## config.mk

```make
export PLATFORM = sky130hd
export DESIGN_NAME = agc_gain_ctrl
export DESIGN_NICKNAME = d
export VERILOG_FILES = /design/src/rtl/agc_pkg.sv /design/src/rtl/agc_sat_mult.sv /design/src/rtl/agc_gain_ctrl.sv
export SDC_FILE = /design/constraint.sdc
export NUM_CORES = 1
export LEC_CHECK = 0
export ABC_AREA = 1
export BUFFER_PORTS_ARGS = -buffer_cell sky130_fd_sc_hd__buf_2
export CELL_PAD_IN_SITES_DETAIL_PLACEMENT = 0
export CELL_PAD_IN_SITES_GLOBAL_PLACEMENT = 1
export CORE_MARGIN = 8
export CORE_UTILIZATION = 30
export DETAILED_ROUTE_END_ITERATION = 16
export HOLD_SLACK_MARGIN = 0.06
export PLACE_DENSITY = 0.67
export SLEW_MARGIN = 20
export SYNTH_ARGS = -nofsm -noshare
export SYNTH_HDL_FRONTEND = slang
export SYNTH_SLANG_ARGS = --single-unit
```

## constraint.sdc

```tcl
create_clock -name ip_clock -period 10 [get_ports ip_clock]
set_input_delay 1.5 -clock ip_clock [delete_from_list [all_inputs] [get_ports ip_clock]]
set_output_delay 1.5 -clock ip_clock [all_outputs]
set_load 0.02 [all_outputs]
```

## src/rtl/agc_pkg.sv

```systemverilog
`default_nettype none
// ============================================================================
// agc_pkg : shared state encoding, gain limits and 12-bit saturation limits
// Rev 1.0
// ============================================================================
package agc_pkg;

  typedef enum logic [1:0] {
    ST_IDLE   = 2'd0,
    ST_TRACK  = 2'd1,
    ST_LOCKED = 2'd2
  } agc_state_t;

  localparam logic [5:0] GAIN_UNITY = 6'd16;
  localparam logic [5:0] GAIN_MIN   = 6'd1;
  localparam logic [5:0] GAIN_MAX   = 6'd63;

  localparam logic signed [11:0] SAT_MAX = 12'sd2047;
  localparam logic signed [11:0] SAT_MIN = -12'sd2048;

  // Magnitude widened to 13 bits so that -2048 maps to 2048 without wrapping.
  function automatic logic [12:0] abs13(input logic signed [11:0] v);
    logic [12:0] ext;
    ext = {v[11], v};
    return v[11] ? (13'd0 - ext) : ext;
  endfunction

endpackage
`default_nettype wire

```

## src/rtl/agc_sat_mult.sv

```systemverilog
`default_nettype none
// ============================================================================
// agc_sat_mult : combinational Q2.4 gain multiply, >>>4 and 12-bit saturation
// Rev 1.0
// ============================================================================
module agc_sat_mult
  import agc_pkg::*;
(
  input  logic signed [11:0] i_data,
  input  logic [5:0]         i_gain,
  output logic signed [11:0] o_result,
  output logic               o_clip
);

  logic signed [17:0] w_data_ext;
  logic signed [17:0] w_gain_ext;
  logic signed [17:0] w_prod;
  logic signed [17:0] w_shift;
  logic signed [17:0] w_hi;
  logic signed [17:0] w_lo;

  // |2048 * 63| < 2^17, so the 18-bit signed product never overflows.
  assign w_data_ext = {{6{i_data[11]}}, i_data};
  assign w_gain_ext = {12'd0, i_gain};
  assign w_prod     = w_data_ext * w_gain_ext;
  assign w_shift    = w_prod >>> 4;
  assign w_hi       = {{6{SAT_MAX[11]}}, SAT_MAX};
  assign w_lo       = {{6{SAT_MIN[11]}}, SAT_MIN};

  always_comb begin
    o_result = w_shift[11:0];
    o_clip   = 1'b0;
    if (w_shift > w_hi) begin
      o_result = SAT_MAX;
      o_clip   = 1'b1;
    end else if (w_shift < w_lo) begin
      o_result = SAT_MIN;
      o_clip   = 1'b1;
    end
  end

endmodule
`default_nettype wire

```

## src/rtl/agc_gain_ctrl.sv

```systemverilog
`default_nettype none
// ============================================================================
// agc_gain_ctrl : level-tracking AGC with lock hysteresis and saturating scaler
// Optional op_sat clip flag enabled by defining AGC_SAT_FLAG_EN.   Rev 1.0
// ============================================================================
module agc_gain_ctrl
  import agc_pkg::*;
#(
  parameter logic [11:0] TARGET     = 12'd512,
  parameter logic [11:0] HYST       = 12'd32,
  parameter int unsigned LOCK_COUNT = 4
) (
  input  logic               ip_clock,
  input  logic               ip_reset,
  input  logic signed [11:0] ip_sum,
  input  logic               ip_sum_valid,
  input  logic signed [11:0] ip_data,
  output logic signed [11:0] op_data,
  output logic [5:0]         op_gain,
  output logic               op_locked
`ifdef AGC_SAT_FLAG_EN
  ,
  output logic               op_sat
`endif
);

  localparam logic [12:0] c_tgt       = {1'b0, TARGET};
  localparam logic [12:0] c_hyst      = {1'b0, HYST};
  localparam logic [12:0] c_hyst2     = {HYST, 1'b0};
  localparam logic [12:0] c_win_hi    = c_tgt + c_hyst;
  localparam logic [12:0] c_win_lo    = (c_tgt < c_hyst) ? 13'd0 : (c_tgt - c_hyst);
  localparam logic [12:0] c_relock_hi = c_tgt + c_hyst2;
  localparam logic [12:0] c_relock_lo = (c_tgt < c_hyst2) ? 13'd0 : (c_tgt - c_hyst2);
  localparam logic [3:0]  c_lock_cnt  = 4'(LOCK_COUNT);

  agc_state_t         r_state;
  agc_state_t         w_state_nxt;
  logic [5:0]         r_gain;
  logic [5:0]         w_gain_nxt;
  logic [3:0]         r_lock_cnt;
  logic [3:0]         w_lock_cnt_nxt;
  logic signed [11:0] r_data;
  logic signed [11:0] w_result;
  logic [12:0]        w_level;
  logic               w_above;
  logic               w_below;
  logic               w_far_above;
  logic               w_far_below;
  logic [5:0]         w_gain_inc;
  logic [5:0]         w_gain_dec;

  assign w_level     = abs13(ip_sum);
  assign w_above     = w_level > c_win_hi;
  assign w_below     = w_level < c_win_lo;
  assign w_far_above = w_level > c_relock_hi;
  assign w_far_below = w_level < c_relock_lo;
  assign w_gain_inc  = (r_gain < GAIN_MAX) ? (r_gain + 6'd1) : r_gain;
  assign w_gain_dec  = (r_gain > GAIN_MIN) ? (r_gain - 6'd1) : r_gain;

  always_comb begin
    w_state_nxt    = r_state;
    w_gain_nxt     = r_gain;
    w_lock_cnt_nxt = r_lock_cnt;
    case (r_state)
      ST_IDLE: begin
        if (ip_sum_valid) begin
          w_state_nxt = ST_TRACK;
        end
      end
      ST_TRACK: begin
        // A full lock counter promotes on the following edge; a sample on that edge is not used.
        if (r_lock_cnt == c_lock_cnt) begin
          w_state_nxt    = ST_LOCKED;
          w_lock_cnt_nxt = 4'd0;
        end else if (ip_sum_valid) begin
          if (w_above) begin
            w_gain_nxt     = w_gain_dec;
            w_lock_cnt_nxt = 4'd0;
          end else if (w_below) begin
            w_gain_nxt     = w_gain_inc;
            w_lock_cnt_nxt = 4'd0;
          end else begin
            w_lock_cnt_nxt = r_lock_cnt + 4'd1;
          end
        end
      end
      ST_LOCKED: begin
        if (ip_sum_valid && w_far_above) begin
          w_gain_nxt  = w_gain_dec;
          w_state_nxt = ST_TRACK;
        end else if (ip_sum_valid && w_far_below) begin
          w_gain_nxt  = w_gain_inc;
          w_state_nxt = ST_TRACK;
        end
      end
      default: begin
        w_state_nxt    = ST_IDLE;
        w_lock_cnt_nxt = 4'd0;
      end
    endcase
  end

  always_ff @(negedge ip_clock or negedge ip_reset) begin
    if (!ip_reset) begin
      r_state    <= ST_IDLE;
      r_gain     <= GAIN_UNITY;
      r_lock_cnt <= 4'd0;
    end else begin
      r_state    <= w_state_nxt;
      r_gain     <= w_gain_nxt;
      r_lock_cnt <= w_lock_cnt_nxt;
    end
  end

`ifdef AGC_SAT_FLAG_EN
  logic w_clip;
  logic r_sat;
`endif

  agc_sat_mult u_sat_mult (
    .i_data   (ip_data),
    .i_gain   (r_gain),
    .o_result (w_result),
`ifdef AGC_SAT_FLAG_EN
    .o_clip   (w_clip)
`else
    .o_clip   ()
`endif
  );

  always_ff @(negedge ip_clock or negedge ip_reset) begin
    if (!ip_reset) begin
      r_data <= 12'sd0;
    end else begin
      r_data <= w_result;
    end
  end

`ifdef AGC_SAT_FLAG_EN
  always_ff @(negedge ip_clock or negedge ip_reset) begin
    if (!ip_reset) begin
      r_sat <= 1'b0;
    end else begin
      r_sat <= w_clip;
    end
  end

  assign op_sat = r_sat;
`endif

  assign op_data   = r_data;
  assign op_gain   = r_gain;
  assign op_locked = (r_state == ST_LOCKED);

endmodule
`default_nettype wire
```

==> flow_summary.json, run 1 <==
{
  "insertion_delay_ps": 330,
  "start_util": 0.305,
  "diodes": 0,
  "crit_type": "input pin to flip-flop",
  "ys_warn_count": 0,
  "cp-start-kind": "input pin",
  "violations": "setup timing",
  "die_x_um": 140,
  "fin_tns_setup_ps": -2610,
  "maxSlewHeadroom": 0.413,
  "yosysUniqueCellTypes": 41,
  "arrival_ps": 5370,
  "first_pass_iters": 4,
  "nets": 906,
  "synth_seq_area_share": 0.130,
  "setup-violations-final": 12,
  "ant_nets": 0,
  "io_buffers": 45,
  "antenna_found_initial": 0,
  "area_delta_synth_final_pct": 32.2,
  "cp-end-kind": "flip-flop",
  "grt_pass1_vias": 4735,
  "grt_pass1_wl_um": 21100,
  "ios": 46,
  "dominantRegCellSynth": "dfrtn_1",
  "htreeDepth": 1,
  "numCtsBuffers": 3,
  "gr-total-overflow": 0,
  "final_cell_count_no_fill": 979,
  "die_area_um2": 19600,
  "design.core.area_um2": 15100,
  "worstPathRequired_ps": 5140,
  "cts_tree": "done",
  "clk_pin_slew_worst_paths_ps": 50,
  "postSynth.asyncResetShare": 1.00,
  "hp-class": "flip-flop to flip-flop",
  "synth_area_per_cell_um2": 6.77,
  "dp.cells": 971,
  "ys_seq_elements": 24,
  "rsz0062_at_grt": "yes",
  "final_util": 0.404,
  "vias": 4385,
  "drive_above_1_share": 0.284,
  "grt_max_degree": 25,
  "clockRootBuffer": "clkbuf_16",
  "postCtsHoldBufs": 0,
  "cts_buffer_depth": 2,
  "die_h_um": 140,
  "avgRoutedWirePerCell_um": 11.9,
  "wl_um": 11600,
  "drcViolationCount": 0,
  "finalHoldViolations": 0,
  "synth_edf_count": 0,
  "syn_area_um2": 4630,
  "crit_fanout": 6,
  "status": "complete, but fails checks",
  "place.gp.congestion": 0.826,
  "clock_sinks": 24,
  "first_iter_violations": 159,
  "nFillCells": 1587,
  "synthesis.nets": 797,
  "maxCapViolations": 0,
  "hpwl_um": 9790,
  "vias_per_cell": 4.48,
  "synthCells": 683,
  "worst_slack_ps": -235,
  "worst_pin_slew_ps": 880,
  "finalMaxSlewViolations": 0,
  "grt_usage": 0.125,
  "num_rows": 45,
  "finalClockSkew_ps": 48.0
}
==> through the flow <==
step | cell area (µm²) | worst slack [ps] | hold slack [ps]
5_1_grt | 6120 | -445 | 495
3_5_place_dp | 5740 | -696 | 448
3_3_place_gp | 5740 | -612 | 433
6_report | 6120 | -235 | 437
4_1_cts | 6110 | -188 | 442
2_1_floorplan | 4820 | -195 | 412
==> Yosys cell counts (all sizes together) (2+ instances only) <==
| library cell | number | share of area |
|---|---|---|
| dfrtn | 23 | 0.12 |
| buf | 8 | 0.0089 |
| nand3b | 3 | 0.0049 |
| clkbuf | 5 | 0.0041 |
| a21o | 3 | 0.0049 |
| inv | 166 | 0.13 |
| xnor2 | 8 | 0.015 |
| a21oi | 16 | 0.017 |
| ha | 39 | 0.11 |
| nand2 | 211 | 0.18 |
| o31ai | 2 | 0.0032 |
| nand3 | 58 | 0.068 |
| or2 | 2 | 0.0027 |
| xor2 | 14 | 0.027 |
| o21ai | 16 | 0.017 |
| nor3 | 6 | 0.0076 |
| o211ai | 3 | 0.0049 |
| fa | 48 | 0.21 |
| nand4 | 3 | 0.0041 |
| nor2 | 39 | 0.035 |
==> layout by cell type, fill, tap and decap left out, types with 3 or more instances in the layout <==
| master | synthesis | routed |
|---|---|---|
| nand2_1 | 200 | 173 |
| inv_1 | 164 | 143 |
| buf_4 | 1 | 69 |
| nand3_1 | 56 | 53 |
| fa_1 | 48 | 47 |
| buf_2 | 6 | 37 |
| nor2_1 | 36 | 32 |
| nand2_2 | 8 | 29 |
| ha_1 | 39 | 29 |
| inv_2 | 2 | 23 |
| dfrtn_1 | 23 | 23 |
| xor2_1 | 14 | 14 |
| o21ai_0 | 13 | 11 |
| a21oi_1 | 16 | 11 |
| ha_4 | 0 | 9 |
| nand2_4 | 3 | 8 |
| buf_6 | 0 | 8 |
| xnor2_1 | 8 | 7 |
| nor2_2 | 1 | 5 |
| nor3_2 | 1 | 4 |
| clkbuf_16 | 0 | 4 |
| o21ai_1 | 3 | 3 |
| nand4_1 | 3 | 3 |
| nand3b_1 | 3 | 3 |
| o211ai_1 | 3 | 3 |
| a21oi_4 | 0 | 3 |
| a21o_1 | 3 | 3 |
| nand3_2 | 0 | 3 |
| buf_8 | 0 | 3 |
==> registers in the layout (all words and copies together) (netlist names) <==
register	count
r_state	2
op_data	12
op_gain	6
r_lock_cnt	4
==> worst paths after layout <==
kind / startpoint / to / slack (ps) / cells after the start
min in group asynchronous: ip_reset / op_gain[0]$_DFFE_NN0P_ / 6070 / 1
min reg2reg: r_state[0]$_DFFE_NN0P_ / r_state[0]$_DFFE_NN0P_ / 440 / 1
max: ip_data[3] / op_data[7]$_DFF_NN0_ / -240 / 23
min: r_state[0]$_DFFE_NN0P_ / r_state[0]$_DFFE_NN0P_ / 440 / 1
max reg2reg: op_gain[2]$_DFFE_NN0P_ / op_data[7]$_DFF_NN0_ / 5110 / 19
max in group asynchronous: ip_reset / op_gain[4]$_DFFE_NN1P_ / 3500 / 1
==> cell type report <==
| class | instances | area (µm²) | area share |
|---|---|---|---|
| timing repair buffer | 117 | 838 | 0.137 |
| multi-input combinational | 480 | 3720 | 0.608 |
| tap | 188 | 235 | 0.0385 |
| clock buffer | 4 | 100 | 0.0164 |
| clock inverter | 1 | 3.75 | 0.000614 |
| sequential | 24 | 602 | 0.0984 |
| inverter | 165 | 619 | 0.101 |
==> critical path, cell delays in order <==
cell	delay [ps]
buf_8	100
nand2_4	60
inv_2	40
fa_1	540
inv_2	40
fa_1	490
inv_1	50
fa_1	510
inv_2	40
fa_1	510
inv_2	50
ha_4	250
a21oi_1	120
a21boi_2	180
nand2_2	90
nand3_2	70
nand2_2	70
nand3_2	90
nand2_4	70
xnor2_4	170
a21o_1	150
buf_6	140
nand2_2	50
==> timing repair <==
item | in CTS | in global routing
resized for setup | 64 | 18
cloned | 1 | 0
pin swaps | 10 | 21
endpoints found under the setup margin | 12 | 12
buffers inserted | 4 | 1
==> cell families (layout without fill, tap and decap cells) <==
group,Yosys count,in the layout,share of synthesized area
flip-flops,24,24,0.130
AND/OR/NAND/NOR,323,323,0.305
XOR/XNOR,22,22,0.0417
adder cells (fa/ha/maj),87,87,0.313
AO/OA/AOI/OAI,48,48,0.0628
buffers and inverters,179,287,0.148
==> per-layer routing <==
| layer | GRT usage | wire [µm] | vias to the layer above | part of all wire |
|---|---|---|---|---|
| met3 | 0.0116 | 192 | 12 | 0.017 |
| met5 | 0 | 0 | - | 0 |
| li1 | - | - | 2266 | - |
| met4 | 0.0171 | 90 | 0 | 0.0077 |
| met2 | 0.239 | 5900 | 42 | 0.51 |
| met1 | 0.152 | 5450 | 2065 | 0.47 |
Power of run 1 is left out: the tool's default activity adds up to more than one toggle a clock period on the data nets, which glitch-free logic cannot reach.
==> inputs of run 2 (changes only) <==
Settings changed: ABC_AREA 1 to unset, GPL_TIMING_DRIVEN set to 0, PLACE_DENSITY 0.67 to 0.63.
==> run 2 against run 1 <==
The flow still finishes with violations (setup timing). Register-to-register slack lost 490 ps. Non-clock buffer count shrank 43. Critical endpoint is now op_data[10]$_DFF_NN0_. First-iteration DRC count shrank 47%. Global-route usage shrank 0.81 points. Sequential share of layout area grew 1.8 points. Critical path depth shrank 5. Die area shrank 6.6%. Routed wire length shrank 10%. Hold slack lost 3.6 ps.
==> flow_summary.json, run 2 <==
{
  "synth.most_common_cell": "inv_1",
  "finalMaxSlewViolations": 0,
  "most-common-layout-cells": "inv_1, and2_1, fa_1",
  "finalClockSkew_ps": 46.7,
  "worst_slack_ps": -635,
  "vias_per_cell": 4.77,
  "ys_warn_count": 0,
  "cts_buffer_depth": 2,
  "cp-end-kind": "flip-flop",
  "diodes": 0,
  "clk_pin_slew_worst_paths_ps": 50,
  "vias": 3477,
  "hp-class": "flip-flop to flip-flop",
  "htreeDepth": 1,
  "ys_seq_elements": 24,
  "place.gp.congestion": 0.798,
  "antenna_found_initial": 0,
  "synth_area_leaders": "fa_1, dfrtn_1, ha_1, and2_1, inv_1",
  "grt_pass1_wl_um": 18000,
  "cts_tree": "done",
  "largest_reg_flops": 12,
  "yosys-top-cells-count": "inv_1, and2_1, fa_1, ha_1, nand2_1",
  "postSynth.asyncResetShare": 1.00,
  "clock_sinks": 24,
  "die_x_um": 135,
  "nets": 664,
  "whs_path_depth": 1,
  "setup-violations-final": 12,
  "worstPathRequired_ps": 5130,
  "clockRootBuffer": "clkbuf_16",
  "placed_area_um2": 4830,
  "yosysTopAreaCellShare": 0.224,
  "violations": "setup timing",
  "cp-start-kind": "input pin",
  "synthCells": 490,
  "num_rows": 43,
  "layout_commonest_cell": "inv_1",
  "die_area_um2": 18400,
  "drcViolationCount": 0,
  "status": "complete, but fails checks",
  "synth_seq_area_share": 0.141,
  "avgRoutedWirePerCell_um": 14.4,
  "drive_above_1_share": 0.222,
  "grt_max_degree": 25,
  "syn_area_um2": 4280,
  "synth_edf_count": 0,
  "area_delta_synth_final_pct": 21.0,
  "synthesis.nets": 604,
  "worst_pin_slew_ps": 780,
  "design.core.area_um2": 13900,
  "insertion_delay_ps": 330,
  "grt_usage": 0.117,
  "grt_pass1_vias": 3668,
  "io_buffers": 44,
  "first_pass_iters": 4,
  "rsz0062_at_grt": "yes",
  "maxCapViolations": 0,
  "yosysUniqueCellTypes": 63,
  "arrival_ps": 5760,
  "ios": 46,
  "maxSlewHeadroom": 0.473,
  "stdcell_area_um2": 5180,
  "synth_area_per_cell_um2": 8.74,
  "crit_type": "input pin to flip-flop",
  "synth_top_cell_by_area": "fa_1",
  "dp.cells": 714,
  "hpwl_um": 8770,
  "numCtsBuffers": 3,
  "first_iter_violations": 85,
  "start_util": 0.307,
  "dominantRegCellSynth": "dfrtn_1",
  "wl_um": 10500,
  "crit_fanout": 5,
  "reg2reg_depth": 19,
  "die_h_um": 135,
  "gr-total-overflow": 0,
  "finalHoldViolations": 0,
  "final_cell_count_no_fill": 729,
  "ant_nets": 0
}
## run 2: cells by family (layout without fill, tap and decap cells)
kind of cell,after synthesis,after routing,share of synthesized area
XOR/XNOR,26,26,0.0532
multiplexers,5,5,0.0123
AO/OA/AOI/OAI,89,89,0.150
AND/OR/NAND/NOR,160,160,0.208
buffers and inverters,99,158,0.0979
flip-flops,24,24,0.141
adder cells (fa/ha/maj),87,87,0.338
## run 2: layout make-up
class	count	area [µm²]
repair buffers	55	338
inverters	79	297
plain buffers	19	143
clock inverters	2	33.8
flip-flops and latches	24	602
multi-input cells	367	3470
fillers	1417	8750
clock buffers	3	75.1
well taps	180	225
## run 2: repair_timing
item / CTS / global route
pin swaps: 18 / 4
hold buffers: 0 / 0
gates cloned: 2 / 0
gates resized for setup: 31 / 11
setup endpoints to repair: 12 / 12
setup buffers: 6 / 3
## run 2: final timing paths
| path | start | to | slack [ps] |
|---|---|---|---|
| max | ip_data[5] | op_data[10]$_DFF_NN0_ | -640 |
| min | r_lock_cnt[2]$_DFFE_NN0P_ | r_lock_cnt[2]$_DFFE_NN0P_ | 430 |
| max reg2reg | op_gain[5]$_DFFE_NN0P_ | op_data[10]$_DFF_NN0_ | 4620 |
| min reg2reg | r_lock_cnt[2]$_DFFE_NN0P_ | r_lock_cnt[2]$_DFFE_NN0P_ | 430 |
| max in group asynchronous | ip_reset | op_gain[4]$_DFFE_NN1P_ | 3470 |
| min in group asynchronous | ip_reset | r_lock_cnt[2]$_DFFE_NN0P_ | 6080 |
## run 2: per-stage QoR
stage          setup WS [ps]  utilization  TNS [ps]  hold WS (ps)
2_1_floorplan           -673            -     -7640           402
3_3_place_gp           -1230        0.346    -14010           435
3_5_place_dp           -1260        0.346    -14490           439
4_1_cts                 -665        0.368     -7540           440
5_1_grt                 -767        0.372     -8800           505
6_report                -635        0.372     -7230           433
## run 2: critical path, stage by stage
cell and delay, ps:
buf_8 100, and2_4 130, fa_1 550, fa_1 430, fa_1 490, inv_1 50
fa_1 510, inv_2 40, ha_4 210, a21o_1 210, a221oi_4 310, nand2_2 90
a31oi_4 190, o21ai_4 110, a31oi_4 230, mux2i_2 300, buf_2 200, o32ai_2 90
## run 2: per-layer routing
layer  vias to the layer above  track usage  routed length [µm]
met3                         2      0.00705                 213
met1                      1686        0.161                5250
met4                         0       0.0185                  53
met5                         -            0                   0
met2                        40        0.201                4950
li1                       1749            -                   -
Power of run 2 is left out for the same reason.
